===== config.mk =====
export PLATFORM = sky130hd
export DESIGN_NAME = seq_detector_param
export DESIGN_NICKNAME = d
export VERILOG_FILES = /design/src/rtl/seq_detector_param.sv
export SDC_FILE = /design/constraint.sdc
export NUM_CORES = 1
export LEC_CHECK = 0
export BUFFER_PORTS_ARGS = -buffer_cell sky130_fd_sc_hd__buf_2
export CORE_MARGIN = 4
export CORE_UTILIZATION = 59
export DETAILED_ROUTE_END_ITERATION = 12
export MAX_ROUTING_LAYER = met4
export PLACE_DENSITY_LB_ADDON = 0.3
export SYNTH_ARGS = -nofsm -noshare
export SYNTH_HDL_FRONTEND = slang
export SYNTH_SLANG_ARGS = --single-unit

===== constraint.sdc =====
create_clock -name clk -period 4.2 [get_ports clk]
set_input_delay 0.84 -clock clk [delete_from_list [all_inputs] [get_ports clk]]
set_output_delay 0.84 -clock clk [all_outputs]
set_load 0.02 [all_outputs]

===== src/rtl/seq_detector_param.sv =====
// Moore serial pattern detector with a run-time programmable pattern and length,
// a selectable overlap policy, an input-valid qualifier and a saturating match counter.
module seq_detector_param #(
  parameter int unsigned       PAT_W       = 8,
  parameter int unsigned       LEN_W       = 4,
  parameter int unsigned       CNT_W       = 8,
  parameter bit                OVERLAP     = 1'b1,
  parameter logic [PAT_W-1:0]  RST_PATTERN = PAT_W'(8'h0D),
  parameter int unsigned       RST_LEN     = 4
) (
  input  logic             clk,
  input  logic             rst,
  input  logic             in_valid_i,
  input  logic             in_bit_i,
  input  logic             cfg_load_i,
  input  logic [PAT_W-1:0] cfg_pattern_i,
  input  logic [LEN_W-1:0] cfg_len_i,
  input  logic             cnt_clr_i,
  output logic             match_o,
  output logic [CNT_W-1:0] match_count_o,
  output logic             armed_o
);

  localparam logic [LEN_W-1:0] PatWLen = LEN_W'(PAT_W);
  localparam logic [CNT_W-1:0] CntMax  = {CNT_W{1'b1}};

  logic [PAT_W-1:0] pattern_q, pattern_d;
  logic [LEN_W-1:0] len_q, len_d;
  logic [PAT_W-1:0] hist_q, hist_d;
  logic [LEN_W-1:0] fill_q, fill_d;
  logic             match_q, match_d;
  logic [CNT_W-1:0] cnt_q, cnt_d;

  logic             accept;
  logic             armed;
  logic [PAT_W-1:0] hist_shift;
  logic [LEN_W-1:0] fill_inc;
  logic [PAT_W-1:0] len_mask;
  logic             detect;

  assign accept     = in_valid_i && !cfg_load_i;
  assign armed      = (len_q != '0);
  assign hist_shift = {hist_q[PAT_W-2:0], in_bit_i};
  assign fill_inc   = (fill_q >= PatWLen) ? PatWLen : fill_q + LEN_W'(1);

  // Only the low len bits of history and pattern take part in the comparison.
  always_comb begin
    len_mask = '0;
    for (int i = 0; i < int'(PAT_W); i++) begin
      len_mask[i] = (i < int'(len_q));
    end
  end

  assign detect = accept && armed && (fill_inc >= len_q) &&
                  (((hist_shift ^ pattern_q) & len_mask) == '0);

  always_comb begin
    pattern_d = pattern_q;
    len_d     = len_q;
    hist_d    = hist_q;
    fill_d    = fill_q;
    match_d   = 1'b0;
    cnt_d     = cnt_q;

    if (cfg_load_i) begin
      pattern_d = cfg_pattern_i;
      len_d     = (cfg_len_i > PatWLen) ? PatWLen : cfg_len_i;
      hist_d    = '0;
      fill_d    = '0;
    end else if (accept) begin
      hist_d  = hist_shift;
      fill_d  = (detect && !OVERLAP) ? '0 : fill_inc;
      match_d = detect;
    end

    // Clear wins over the old value but this cycle's detection still counts.
    if (cnt_clr_i) begin
      cnt_d = detect ? CNT_W'(1) : '0;
    end else if (detect && (cnt_q != CntMax)) begin
      cnt_d = cnt_q + CNT_W'(1);
    end
  end

  always_ff @(posedge clk or posedge rst) begin
    if (rst) begin
      pattern_q <= RST_PATTERN;
      len_q     <= LEN_W'(RST_LEN);
      hist_q    <= '0;
      fill_q    <= '0;
      match_q   <= 1'b0;
      cnt_q     <= '0;
    end else begin
      pattern_q <= pattern_d;
      len_q     <= len_d;
      hist_q    <= hist_d;
      fill_q    <= fill_d;
      match_q   <= match_d;
      cnt_q     <= cnt_d;
    end
  end

  assign match_o       = match_q;
  assign match_count_o = cnt_q;
  assign armed_o       = armed;

endmodule


==> results_dict.tcl <==
set metrics [dict create \
    status "complete, no violations" \
    ioPinCount 28 \
    syn_inst 159 \
    grt_max_degree 33 \
    yosysTopAreaCellShare_pct 41.9 \
    dp.cells 212 \
    synth_common_cells "28 x dfrtp_1, 14 x nor2_1, 11 x mux2i_1, 10 x inv_1, 10 x nand2_1" \
    dieArea_um2 3750 \
    dp_slack_ns 1.48 \
    powerDensity_nw_per_um2 357 \
    vias 1270 \
    netlist-cell-type-count 39 \
    crit-reg2reg-launch "fill_q[1]" \
    yosysWarnings 0 \
    whs_path_depth 1 \
    vdd_drop_max_uv 320 \
    grt.total_usage_pct 21.4 \
    drt-wirelength-per-cell_um 15.2 \
    die-width_um 61.2 \
    fin_crit_ns 2.67 \
    design_area_um2 1920 \
    slew_headroom_pct 63.6 \
    initial_core_util_pct 61.1 \
    crit_fanout 12 \
    cts_hold_buffers 0 \
    clockRootBuffer "clkbuf_4" \
    place_congestion 0.872 \
    nFillCells 211 \
    die_h_um 61.2 \
    fin_cells 220 \
    p_int_uw 522 \
    swShare_pct 23.8 \
    power_frac_comb_pct 12.4 \
    worst_slack_ns 1.53 \
    switchingPower_uw 163 \
    async_reset_ff_share_pct 100 \
    cts_tree "done" \
    grt_first_pass_wirelength_um 5660 \
    ys_seq_area_share_pct 48.2 \
    cp-end-kind "register" \
    synth_edf_count 0 \
    avgSynthCellArea_um2 10.5 \
    clk_path_buf_depth 2 \
    tns_ns 0 \
    fin_skew_ns 0.00939 \
    required_ns 4.47 \
    synth_top_area_cell "dfrtp_1" \
    hold_path_end "pattern_q[6]" \
    syn-cell-area_um2 1670 \
    hold_viol_final 0 \
    port_buffers 27 \
    critPathArrivalTime_ns 2.94 \
    ff2ff_setup_slack_ns 1.53 \
    detail-route-antenna-nets 0 \
    cap_violations 0 \
    placed_area_um2 1820 \
    clk_latency_ns 0.33 \
    hold_start "pattern_q[6]" \
    fin_nets 213 \
    fp-row-count 19 \
    post-route-period-util_pct 63.6 \
    firstDrtPassIters 4 \
    cts_setup_buffers 0 \
    synthFlopType "dfrtp_1" \
    fmax_ghz 0.374 \
    cts_resized 0 \
    diodes 0 \
    syn2layout_area_growth_pct 14.7 \
    hold_class "reg -> reg" \
    routed_wirelength_um 3350 \
    rsz0062_at_grt "false" \
    synth_seq_cells 32 \
    synth_most_common_cell "dfrtp_1" \
    htreeDepth 2 \
    clkSinkCount 32 \
    critPathLaunchType "register" \
    drt_iter0_drc 51 \
    worst_pin_slew_ns 0.532 \
    grt_antenna_before_repair 0 \
    power_frac_seq_pct 49.6 \
    drive_gt1_share_pct 25.4 \
    finalSetupViolCount 0 \
    grt_pass1_vias 1289 \
    p_leak_uw 0.000901 \
    power_uw 685 \
    drt-vias-per-instance 5.77 \
    dp_hpwl_um 2600 \
    criticalPathCategory "reg -> reg" \
    synth_nets 184 \
    slew_viol_final 0 \
    clk_pin_slew_worst_paths_ns 0.10 \
    numCtsBuffers 5 \
    drc_errors 0 \
    synthTopCellsByArea "dfrtp_1 42%, mux2i_1 6.6%, dfstp_2 6.3%, ha_1 5.2%, xnor2_1 4.7%" \
    reg2reg_to "match_count_o[4]" \
    r2r_cells 10 \
    core_area_um2 2730 \
    grt_overflow 0 \
    clkPwrFrac_pct 38.1 \
]
-- worst max-delay path: stages (launching register included) --
cell     delay [ns]
dfrtp_1        0.44
ha_1           0.21
xnor2_1        0.13
nor2_1         0.16
ha_1           0.21
o21a_1         0.14
o22ai_1        0.08
nor4_2         0.38
nand3_2        0.25
or4_1          0.46
a21oi_1        0.15
-- power by group through the flow --
stage	sequential (µW)	combinational [µW]	clock, µW
2_1_floorplan	342	61.8	0
3_3_place_gp	344	81.6	0
3_5_place_dp	346	85.3	0
4_1_cts	340	85.8	268
5_1_grt	342	96.3	283
6_report	340	84.7	261
-- layer usage --
metal	global-route usage [%]	routed length (µm)
met1	24.5	1370
met2	34.9	1790
met3	6.50	115
met4	8.98	65
met5	-	0
-- stage by stage --
stage | hold WS, ns | util [%]
3_3_place_gp | 0.496 | 66.7
3_5_place_dp | 0.518 | 66.7
5_1_grt | 0.568 | 70.2
4_1_cts | 0.541 | 70.2
6_report | 0.529 | 70.2
2_1_floorplan | 0.480 | -
-- cell type report --
type / instances / area, µm² / share of cell area, %
inverter: 10 / 37.5 / 1.96
clock inverter: 1 / 30.0 / 1.57
clock buffer: 7 / 65.1 / 3.39
tap: 31 / 38.8 / 2.02
timing repair buffer: 28 / 143 / 7.44
multi-input combinational: 111 / 798 / 41.6
sequential: 32 / 806 / 42.0
-- cell families after synthesis --
logic type	synth area share [%]
fa+ha+maj	5.24
flops	48.2
mux	12.0
xor+xnor	4.72
simple gates	14.7
buf+inv	4.04
compound gates	11.1
-- layout by cell type, fill, tap and decap left out, types with 3 or more instances in the layout --
| cell type | count |
|---|---|
| o21ai_1 | 3 |
| nor2b_1 | 3 |
| xnor2_1 | 9 |
| a21oi_1 | 8 |
| dfstp_2 | 4 |
| o21ai_0 | 6 |
| nand4_1 | 3 |
| or3_1 | 4 |
| dfrtp_1 | 28 |
| ha_1 | 7 |
| clkbuf_4 | 5 |
| nor2_1 | 14 |
| mux2_2 | 3 |
| nand2_1 | 10 |
| mux2_1 | 5 |
| inv_1 | 10 |
| buf_2 | 27 |
| mux2i_1 | 11 |
-- worst max-delay path by stage --
stage / from / end / slack (ns) / cells after the start
final: fill_q[1] / match_count_o[4] / 1.53 / 10
after floorplan: fill_q[0] / match_count_o[6] / 1.84 / 10
after global placement: in_valid_i / match_count_o[4] / 1.60 / 7
after CTS: fill_q[0] / match_count_o[4] / 1.53 / 9
after global routing: fill_q[0] / match_count_o[4] / 1.21 / 9
after detailed placement: in_valid_i / match_count_o[4] / 1.48 / 7
-- state kept, by name, indices dropped and copies added, names as in the netlist --
signal / cells
match_count_o: 8
pattern_q: 8
match_o: 1
fill_q: 4
len_q: 4
hist_q: 7
No activity file was read; power rests on OpenSTA's default activity.
